$ cat config.mk
export PLATFORM = sky130hd
export DESIGN_NAME = rtc_timekeeper
export DESIGN_NICKNAME = d
export VERILOG_FILES = /design/src/rtl/rtc_timekeeper.sv
export SDC_FILE = /design/constraint.sdc
export NUM_CORES = 1
export LEC_CHECK = 0
export ABC_AREA = 1
export CAP_MARGIN = 20
export CORE_ASPECT_RATIO = 2
export CORE_MARGIN = 10
export CORE_UTILIZATION = 50
export CTS_CLUSTER_DIAMETER = 50
export DETAILED_ROUTE_END_ITERATION = 8
export GPL_TIMING_DRIVEN = 0
export PLACE_DENSITY = 0.76
export SETUP_SLACK_MARGIN = 0.02
export SYNTH_ARGS = -nofsm -noshare
export SYNTH_HDL_FRONTEND = slang
export SYNTH_SLANG_ARGS = --single-unit
$ cat constraint.sdc
create_clock -name Clk -period 4.8 [get_ports Clk]
set_input_delay 0.48 -clock Clk [delete_from_list [all_inputs] [get_ports Clk]]
set_output_delay 0.48 -clock Clk [all_outputs]
set_load 0.05 [all_outputs]
$ cat src/rtl/rtc_timekeeper.sv
// Real-time clock core: derives a 1 s tick from the system clock and keeps hh:mm:ss,
// with handshaked time load, programmable alarm and a 12/24-hour display view.
module rtc_timekeeper #(
    parameter int CLK_HZ = 50_000_000
) (
    input  logic       Clk,
    input  logic       reset_n,
    input  logic       en,
    input  logic       mode_12h,
    input  logic       load_valid,
    output logic       load_ready,
    input  logic [5:0] load_sec,
    input  logic [5:0] load_min,
    input  logic [4:0] load_hr,
    output logic       load_err,
    input  logic       alarm_wr,
    input  logic [5:0] alarm_min,
    input  logic [4:0] alarm_hr,
    input  logic       alarm_en,
    output logic [5:0] seconds,
    output logic [5:0] minutes,
    output logic [4:0] hours,
    output logic [4:0] disp_hours,
    output logic       pm,
    output logic       tick_1s,
    output logic       day_wrap,
    output logic       alarm_hit
);
    localparam int             PW        = $clog2(CLK_HZ);
    localparam logic [PW-1:0]  PRESC_MAX = PW'(CLK_HZ - 1);

    typedef enum logic {IDLE, BUSY} state_t;

    state_t        state_q, state_d;
    logic [PW-1:0] presc;
    logic [5:0]    alm_min_r;
    logic [4:0]    alm_hr_r;
    logic [5:0]    sec_nx, min_nx;
    logic [4:0]    hr_nx;
    logic          wrap_nx;
    logic          tick, load_acc, load_legal, load_ok, load_bad, alm_legal;

    assign tick       = en && (presc == PRESC_MAX);
    assign load_ready = (state_q == IDLE);
    assign load_acc   = load_valid && load_ready;
    assign load_legal = (load_sec <= 6'd59) && (load_min <= 6'd59) && (load_hr <= 5'd23);
    assign load_ok    = load_acc && load_legal;
    assign load_bad   = load_acc && !load_legal;
    assign alm_legal  = (alarm_min <= 6'd59) && (alarm_hr <= 5'd23);

    // BUSY only exists to hold load_ready low for the cycle after an accept
    always_ff @(posedge Clk or negedge reset_n) begin
        if (!reset_n) state_q <= IDLE;
        else          state_q <= state_d;
    end

    always_comb begin
        state_d = state_q;
        case (state_q)
            IDLE:    if (load_valid) state_d = BUSY;
            BUSY:    state_d = IDLE;
            default: state_d = IDLE;
        endcase
    end

    always_comb begin
        sec_nx  = seconds + 6'd1;
        min_nx  = minutes;
        hr_nx   = hours;
        wrap_nx = 1'b0;
        if (seconds == 6'd59) begin
            sec_nx = 6'd0;
            min_nx = minutes + 6'd1;
            if (minutes == 6'd59) begin
                min_nx = 6'd0;
                hr_nx  = hours + 5'd1;
                if (hours == 5'd23) begin
                    hr_nx   = 5'd0;
                    wrap_nx = 1'b1;
                end
            end
        end
    end

    // A legal load pre-empts a coincident tick; an illegal one lets it through
    always_ff @(posedge Clk or negedge reset_n) begin
        if (!reset_n) begin
            presc     <= '0;
            seconds   <= '0;
            minutes   <= '0;
            hours     <= '0;
            tick_1s   <= 1'b0;
            day_wrap  <= 1'b0;
            alarm_hit <= 1'b0;
            load_err  <= 1'b0;
            alm_min_r <= '0;
            alm_hr_r  <= '0;
        end else begin
            tick_1s   <= 1'b0;
            day_wrap  <= 1'b0;
            alarm_hit <= 1'b0;
            load_err  <= load_bad;
            if (load_ok) begin
                seconds <= load_sec;
                minutes <= load_min;
                hours   <= load_hr;
                presc   <= '0;
            end else if (tick) begin
                seconds   <= sec_nx;
                minutes   <= min_nx;
                hours     <= hr_nx;
                presc     <= '0;
                tick_1s   <= 1'b1;
                day_wrap  <= wrap_nx;
                alarm_hit <= alarm_en && (sec_nx == 6'd0) &&
                             (min_nx == alm_min_r) && (hr_nx == alm_hr_r);
            end else if (en) begin
                presc <= presc + PW'(1);
            end
            if (alarm_wr && alm_legal) begin
                alm_min_r <= alarm_min;
                alm_hr_r  <= alarm_hr;
            end
        end
    end

    always_comb begin
        disp_hours = hours;
        if (mode_12h) begin
            if (hours == 5'd0)       disp_hours = 5'd12;
            else if (hours > 5'd12)  disp_hours = hours - 5'd12;
        end
    end

    assign pm = (hours >= 5'd12);

endmodule

Word-level counts from Yosys, hierarchy flattened
Cells that the tools add are included.
{ "word_totals": {"regBits": 59, "latch_bits": 0, "ramBits": 0, "rom_bits": 0, "inputBits": 35, "out_inout_bits": 28, "word_cells": 75, "n_memories": 0} }
{ "op_classes": {"add_sub_neg": 5, "mul": 0, "div": 0, "magnitude_cmp": 7, "n_eq_ne": 6, "shifts": 0, "n_mux": 29, "n_bitwise": 1, "n_reduce_logical": 16} }
{ "ops": {"columns": ["cell", "count"], "rows": [
  ["$mux 26", 3],
  ["$mux 6", 7],
  ["$mux 5", 8],
  ["$add 26x1->26 const B", 1],
  ["$eq 26x26->1 const B", 1],
  ["$le 6x6->1 const B", 3],
  ["$add 6x1->6 const B", 2],
  ["$eq 6x6->1 const B", 2],
  ["$logic_and 1x1->1", 11],
  ["$le 5x5->1 const B", 2],
  ["$mux 1", 10],
  ["$eq 6x6->1", 1],
  ["$logic_not 6->1", 1],
  ["$add 5x1->5 const B", 1],
  ["$eq 5x5->1", 1],
  ["$eq 5x5->1 const B", 1],
  ["$ge 5x4->1 const B", 1],
  ["$gt 5x4->1 const B", 1],
  ["$logic_not 5->1", 1],
  ["$sub 5x4->5 const B", 1],
  ["$reduce_bool 3->1", 1],
  ["$pmux 1 s2", 1],
  ["$reduce_bool 2->1", 1],
  ["$logic_not 1->1", 1],
  ["$not 1->1", 1]
]} }

Longest topological paths before layout
Gate-level depths: netlist of the first run.
{ "depth": {"ltp_word": 8, "mapped_depth": 14, "depth_no_buf": 13} }

Worst setup path before layout of the first run
Ideal clock, no wire load.
{ "synth_timing": {"path_kind": "reg-to-output", "start": "register hours[0]", "end": "output port disp_hours[4]", "arrival_ns": 3.673, "t_required_ns": 4.320, "slack_ns": 0.647, "stages_incl_launch_ff": 6, "n_path_buf": 0, "path_cell_list": "dfrtp_1 -> inv_1 -> ha_1 -> nand4_1 -> inv_1 -> a2111oi_0"} }
{ "synth_via": {"elab_chain_len": 4, "elab_cells_between_ends": 6, "classes_between": "1 x add/sub; 1 x order compare; 3 x mux; 1 x reduce/logical"} }
{ "synth_rtl": {"columns": ["element", "line", "source"], "rows": [
  ["from (decl)", "22", "output logic [4:0] hours,"],
  ["from (signal assigned)", "106", "hours <= load_hr;"],
  ["from (signal assigned)", "111", "hours <= hr_nx;"],
  ["$sub 5x4->5 / $gt 5x4->1 (equally long branches)", "131", "else if (hours > 5'd12) disp_hours = hours - 5'd12;"],
  ["$mux 5", "131", null],
  ["$mux 5 (*)", "130", "if (hours == 5'd0) disp_hours = 5'd12;"],
  ["$mux 5 (*)", "129", "if (mode_12h) begin"],
  ["to (decl)", "23", "output logic [4:0] disp_hours,"]
]} }
Mark *: on every way between the ends. The rest lies on a longest branch, timed or not.

Worst setup path in the final report of the first run
{ "layout_timing": {"start": "register hours[2]", "end": "output port disp_hours[4]"} }
The elaborated chain is that of the path after synthesis.

==> impl_metrics.ini, run 1 <==
[final_layout]
drive_gt1_share_pct = 9.14
fin_nets = 607
area.growth.synth_to_final_pct = 29.6
diodes = 0

[cts]
tritoncts = done
cts_resized = 0
clkLatencyLatePin_ps = 330
clk_pin_slew_ps = 50
cts_made_buffers = 9
cts_max_path_buffers = 2
cts_sinks = 59
postCtsSetupRepairBufs = 0
root_buffer = clkbuf_16
htreeDepth = 3
holdBufCountCts = 0

[sta]
slew_violations = 0
setup_tns_ps = 0
max_freq_mhz = 320
rsz0062_at_grt = no
hold_viol_final = 0
worst_pin_slew_ps = 642
fin_crit_sh_pct = 65.2
relSlewSlack_pct = 57.2
fin_skew_ps = 5.87
fin_crit_ps = 3130
setup_viol = 0

[routing]
wire_per_inst_um = 17.3
drc = 0
vias = 3709
drt_iter0_drc = 244
wl_mm = 11.5
drt-pass1-iter-count = 5
antenna_left = 0
via_per_inst = 5.61

[yosys]
yosys.cell_types.count = 40
syn_area_per_cell_um2 = 7.44
synth_nets = 533
netlist_instances = 490
synth_area_um2 = 3650
synthTopCellsByCount = nand2_1, nor2_1, dfrtp_1
synth_flop_cell = dfrtp_1
synth_top_area_share_pct = 40.5
synthTopCellsByArea = dfrtp_1, nand2_1, nor2_1, inv_1, nand3_1
synth_seq_cells = 59
synth_largest_area_cell = dfrtp_1
yosysWarnings = 0
async_flop_share_pct = 100
synth-edff-count = 0
yosysMostFrequentCell = nand2_1
ys_seq_area_share_pct = 40.5

[place]
port_buffers = 62
gp_congestion = 0.960
dp.final_hpwl_mm = 8.81

[die]
die_area_um2 = 11300
num_io_pins = 63
fp.dieW_um = 80.4
core_um2 = 7210
row_count = 44
initial_core_util_pct = 50.6
fp.dieH_um = 141

[setup_path]
r2r_cells = 13
start_kind = register
cp_max_fo = 9
worstPathRequired_ps = 4320
critPathKind = register to output pin
end_kind = output pin
worstPathArrival_ps = 2650
timing.reg2reg.setup_slack_ps = 2670

[grt]
grt_overflow = 0
grt_max_degree = 34
grt_usage_pct = 20.7
grt_pass1_wl_mm = 18.2
antenna_found_initial = 0
grt_pass1_vias = 3775

[power_and_ir_drop]
leakage_nw = 2.16
peakVddDrop_v = 0.000285
power_w = 0.00188
power_density_nw_per_um2 = 397

[min_path]
hold_path.class = primary input to async pin

[status]
status = finished clean

[flow_run]
drv_cap = 0
[per-stage QoR]
| step | utilization [%] | hold WS [ps] | instances | setup WS [ps] | instance area [µm²] |
|---|---|---|---|---|---|
| detailed placement | 61.0 | 451 | 645 | 1900 | 4400 |
| global placement | 60.8 | 447 | 644 | 1340 | 4380 |
| floorplan | - | 184 | 490 | 647 | 3650 |
| global route | 65.5 | 202 | 661 | 1570 | 4730 |
| finish | 65.5 | 174 | 661 | 1670 | 4730 |
| CTS | 65.5 | 189 | 661 | 1670 | 4730 |
[layout make-up]
type / count / area [µm²]
clock buffers: 12 / 256
repair buffers: 63 / 636
inverters: 65 / 244
multi-input cells: 359 / 1880
fillers: 644 / 2480
well taps: 92 / 115
flip-flops and latches: 59 / 1480
clock inverters: 4 / 72.6
plain buffers: 7 / 48.8
[where the power goes]
| part | total, W | internal (W) | switching (W) |
|---|---|---|---|
| clock | 0.000701 | 0.000481 | 0.000220 |
| combinational | 0.000554 | 0.000195 | 0.000359 |
| sequential | 0.000621 | 0.000552 | 0.0000694 |
[placed cells by master, fill, tap and decap left out, types with 6 or more instances in the layout]
master           netlist  layout
a21oi_1               27      27
clkbuf_16              0       9
clkdlybuf4s50_1        0      61
dfrtp_1               59      59
ha_1                   8       8
inv_1                 58      58
inv_2                  7       7
nand2_1              116     116
nand3_1               39      39
nand4_1               15      15
nor2_1                65      65
nor3_1                11      11
o211ai_1               6       6
o21ai_0               19      19
o221ai_1               6       6
xor2_1                 6       6
[per-layer routing]
metal	GRT usage (%)	wire length (µm)	up-vias
met5	0	0	-
met4	11.1	485	0
met3	4.90	616	30
met2	39.8	6600	133
met1	18.3	3760	1765
li1	-	-	1781
[state kept, by name, indices dropped and copies added, names as in the netlist]
signal	flops
presc	26
alm_min_r	6
minutes	6
seconds	6
alm_hr_r	5
hours	5
alarm_hit	1
day_wrap	1
load_err	1
state_q	1
tick_1s	1
[final timing paths]
path	end	start
max	disp_hours[4]	hours[2]
max in group asynchronous	presc[9]	reset_n
min in group Clk	state_q	state_q
max reg2reg	alarm_hit	seconds[0]
min	seconds[5]	reset_n
min reg2reg	state_q	state_q
[worst max-delay path, stage by stage, from the launching register on]
cell	delay, ps
dfrtp_1	530
inv_1	140
ha_1	220
nand4_1	110
inv_1	100
a2111oi_0	330
clkdlybuf4s50_1	880
[kinds of logic after synthesis]
logic type	count (synthesis)	synth area share (%)
buffers and inverters	72	8.03
muxes	2	0.617
and+or+nand+nor	270	34.3
AOI/OAI and AO/OA	73	12.4
adders and majority gates	8	2.74
DFF	59	40.5
xor gates and xnor gates	6	1.44
No activity file was read; power rests on OpenSTA's default activity.
==> run 2, diff against run 1 <==
--- a/config.mk
+++ b/config.mk
@@ -9,7 +9,7 @@
 export CAP_MARGIN = 20
 export CORE_ASPECT_RATIO = 2
 export CORE_MARGIN = 10
-export CORE_UTILIZATION = 50
+export CORE_UTILIZATION = 48
 export CTS_CLUSTER_DIAMETER = 50
 export DETAILED_ROUTE_END_ITERATION = 8
 export GPL_TIMING_DRIVEN = 0
==> constraint.sdc (replaced) <==
create_clock -name Clk -period 2.85 [get_ports Clk]
set_input_delay 0.285 -clock Clk [delete_from_list [all_inputs] [get_ports Clk]]
set_output_delay 0.285 -clock Clk [all_outputs]
set_load 0.05 [all_outputs]
==> impl_metrics.ini, run 2 (synthesized netlist as in run 1, its figures left out) <==
[status]
status = finished clean

[cts]
clkLatencyLatePin_ps = 340
cts_made_buffers = 9
root_buffer = clkbuf_16
cts_max_path_buffers = 2
cts_sinks = 59
clk_pin_slew_ps = 50
htreeDepth = 3
tritoncts = done

[place]
placedCellCount = 645
port_buffers = 62
gp_congestion = 0.921
dp.final_hpwl_mm = 9.06
dpl_cell_area_um2 = 4400

[final_layout]
final_cell_mix = nand2_1, nor2_1, dfrtp_1, inv_1, clkdlybuf4s50_1
multi_input_area_um2 = 1880
nFillCells = 616
final_cells = 662
final_util_pct = 64.3
fin_nets = 608
largest_register_ffs = 26
area.growth.synth_to_final_pct = 29.1
diodes = 0
regMostFlops = presc
drive_gt1_share_pct = 9.30
mostFrequentLayoutCell = nand2_1
final_design_area_no_fill_um2 = 4710
register_area_um2 = 1480

[sta]
fin_crit_ps = 2700
hold_viol_final = 0
slew_violations = 0
setup_viol = 0
rsz0062_at_grt = no
setup_tns_ps = 0
fin_crit_sh_pct = 94.9
fin_skew_ps = 7.21
worst_pin_slew_ps = 638
relSlewSlack_pct = 57.5
max_freq_mhz = 370

[power_and_ir_drop]
netSwitchingFraction_pct = 36.1
switchingPower_w = 0.00110
clkPwrFrac_pct = 35.3
peakVddDrop_v = 0.000451
leakage_nw = 2.18
p_comb_share_pct = 30.5
intPower_w = 0.00195
p_seq_share_pct = 34.3
power_density_nw_per_um2 = 647

[routing]
vias = 3688
drt-pass1-iter-count = 4
via_per_inst = 5.57
drt_iter0_drc = 223
drc = 0
wl_mm = 11.4
wire_per_inst_um = 17.2
antenna_left = 0

[setup_path]
worstPathRequired_ps = 2570
start_kind = register
worstPathArrival_ps = 2420
critPathKind = register to output pin
cp_max_fo = 5
end_kind = output pin
r2r_cells = 12

[die]
num_io_pins = 63
row_count = 44
fp.dieW_um = 81.6
initial_core_util_pct = 49.8
core_um2 = 7320
die_area_um2 = 11700
fp.dieH_um = 143

[grt]
grt_pass1_vias = 3753
antenna_found_initial = 0
grt_max_degree = 34
grt_pass1_wl_mm = 17.8
grt_usage_pct = 20.1
grt_overflow = 0

[min_path]
hold-path-cell-count = 1
hold_path.class = register to register

[flow_run]
drv_cap = 0
## run 2: path summary, 6_finish.rpt
| path | startpoint | to | slack (ps) |
|---|---|---|---|
| max in group asynchronous | reset_n | presc[4] | 1720 |
| hold / removal | state_q | state_q | 460 |
| setup / recovery | hours[0] | disp_hours[0] | 150 |
| min in group asynchronous | reset_n | seconds[5] | 510 |
| hold reg to reg | state_q | state_q | 460 |
| setup reg to reg | seconds[0] | alarm_hit | 690 |
## run 2: cell type report
class                   count  share of cell area, %
plain buffers               7                   1.04
flip-flops and latches     59                   31.4
clock buffers              11                   5.16
repair buffers             64                   13.7
well taps                  92                   2.44
clock inverters             5                   1.12
multi-input cells         359                   40.0
inverters                  65                   5.18
## run 2: metal layers
| metal | part of all wire, % | global-route usage (%) | vias up | routed length (µm) |
|---|---|---|---|---|
| li1 | - | - | 1776 | - |
| met5 | 0 | 0 | - | 0 |
| met3 | 5.4 | 5.09 | 50 | 611 |
| met1 | 32 | 17.2 | 1724 | 3640 |
| met4 | 6.5 | 15.1 | 0 | 734 |
| met2 | 56 | 37.5 | 138 | 6380 |
## run 2: power groups by stage
| stage | combinational [W] | sequential (W) | clock (W) |
|---|---|---|---|
| floorplan | 0.000451 | 0.00119 | 0 |
| detailed placement | 0.000938 | 0.00106 | 0 |
| global route | 0.000998 | 0.00106 | 0.00114 |
| global placement | 0.000920 | 0.00105 | 0 |
| finish | 0.000929 | 0.00104 | 0.00107 |
| CTS | 0.000933 | 0.00104 | 0.00109 |
## run 2: critical path: stages, from the launching register on
cell,delay [ps]
dfrtp_1,510
inv_1,170
ha_1,250
nand4_1,120
inv_1,110
nor2_1,100
clkdlybuf4s50_1,810
## run 2: timing repair
item                                    CTS  global route
hold buffers                              1             0
buffers inserted                          0             0
resized for setup                         3             1
gates cloned                              0             0
endpoints found under the setup margin    3             1
hold endpoints to repair                 26             0
## run 2: metrics by stage
stage               setup WS [ps]  total power, W  hold WS [ps]
global placement             -407         0.00197           449
floorplan                     193         0.00164         -10.6
detailed placement            303         0.00199           335
finish                        147         0.00305           462
global route                 38.0         0.00319           489
CTS                           120         0.00306           470
==> run 3, diff against run 2 <==
--- a/config.mk
+++ b/config.mk
@@ -7,7 +7,7 @@
 export LEC_CHECK = 0
 export ABC_AREA = 1
 export CAP_MARGIN = 20
-export CORE_ASPECT_RATIO = 2
+export CORE_ASPECT_RATIO = 0.6
 export CORE_MARGIN = 10
 export CORE_UTILIZATION = 48
 export CTS_CLUSTER_DIAMETER = 50
==> impl_metrics.ini, run 3 (synthesized netlist as in run 1, its figures left out) <==
[cts]
htreeDepth = 3
tritoncts = done
clkLatencyLatePin_ps = 330
cts_sinks = 59
postCtsSetupRepairBufs = 0
cts_made_buffers = 9
clk_pin_slew_ps = 50
cts_max_path_buffers = 2
root_buffer = clkbuf_16

[routing]
wl_mm = 10.9
vias = 3677
via_per_inst = 5.46
drt_iter0_drc = 388
drc = 0
wire_per_inst_um = 16.2
drt-pass1-iter-count = 5
antenna_left = 0

[sta]
worst_pin_slew_ps = 609
max_freq_mhz = 373
rsz0062_at_grt = no
setup_tns_ps = 0
hold_viol_final = 0
slew_violations = 0
fin_crit_sh_pct = 94.2
relSlewSlack_pct = 59.3
fin_crit_ps = 2680
setup_viol = 0
fin_skew_ps = 4.94

[die]
fp.dieH_um = 87.5
die_area_um2 = 11600
initial_core_util_pct = 49.8
num_io_pins = 63
row_count = 24
core_um2 = 7330
fp.dieW_um = 133

[min_path]
hold-path-cell-count = 1
hold_path.class = register to register

[final_layout]
mostFrequentLayoutCell = nand2_1
diodes = 0
drive_gt1_share_pct = 9.14
regMostFlops = presc
final_util_pct = 64.4
area.growth.synth_to_final_pct = 29.3
final_cells = 673
fin_nets = 608
largest_register_ffs = 26
final_cell_mix = nand2_1, nor2_1, dfrtp_1, inv_1, clkdlybuf4s50_1

[setup_path]
start_kind = register
worstPathArrival_ps = 2400
worstPathRequired_ps = 2570
critPathKind = register to output pin
cp_max_fo = 9
end_kind = output pin
r2r_cells = 12

[place]
dp.final_hpwl_mm = 8.51
placedCellCount = 657
port_buffers = 62
gp_congestion = 0.896

[grt]
grt_overflow = 0
grt_usage_pct = 19.2
grt_pass1_wl_mm = 18.1
grt_pass1_vias = 3501
grt_max_degree = 37
antenna_found_initial = 0

[power_and_ir_drop]
power_density_nw_per_um2 = 635
peakVddDrop_v = 0.000319
power_w = 0.00299
leakage_nw = 2.19

[status]
status = finished clean

[flow_run]
drv_cap = 0
## run 3: report_power, final
group	leakage, nW	internal [W]	total, W	switching (W)
logic	1.29	0.000332	0.000940	0.000608
clock network	0.141	0.000651	0.00101	0.000359
registers	0.758	0.000930	0.00104	0.000115
## run 3: metal layers
layer / routed length, µm / track usage (%) / share of wire [%] / vias up
met4: 101 / 5.57 / 0.93 / 0
met1: 5360 / 28.0 / 49 / 1706
met5: 0 / 0 / 0 / -
li1: - / - / - / 1777
met3: 1090 / 5.30 / 10 / 10
met2: 4350 / 26.7 / 40 / 184
## run 3: per-stage QoR
stage	hold WS, ps	area [µm²]	setup WS (ps)
after floorplan	-10.6	3650	193
after global placement	454	4400	-442
after detailed placement	311	4420	248
after CTS	469	4710	21.9
after global routing	492	4720	76.7
final	471	4720	166
## run 3: path summary, 6_finish.rpt
check / start / endpoint / slack [ps]
min reg2reg: state_q / state_q / 470
min: state_q / state_q / 470
max reg2reg: seconds[1] / alarm_hit / 750
max: hours[2] / disp_hours[0] / 170
min in group asynchronous: reset_n / alm_min_r[5] / 520
max in group asynchronous: reset_n / presc[0] / 1750
## run 3: what timing repair did
item                                    4_1_cts  5_1_grt
resized for setup                             0        3
hold endpoints to repair                     23        0
hold buffers                                  1        0
endpoints found under the setup margin        0        3
## run 3: worst max-delay path, cell delays in order (launching register included)
cell and delay (ps):
dfrtp_1 550, inv_1 140, ha_1 220, nand4_1 100, inv_1 100, nor2_1 120, clkdlybuf4s50_1 830
## run 3: area by class of cell
| type | instances | area, µm² |
|---|---|---|
| plain buffers | 7 | 48.8 |
| clock buffers | 13 | 270 |
| clock inverters | 2 | 10.0 |
| fillers | 671 | 2610 |
| inverters | 65 | 244 |
| multi-input cells | 359 | 1880 |
| flip-flops and latches | 59 | 1480 |
| well taps | 104 | 130 |
| repair buffers | 64 | 653 |
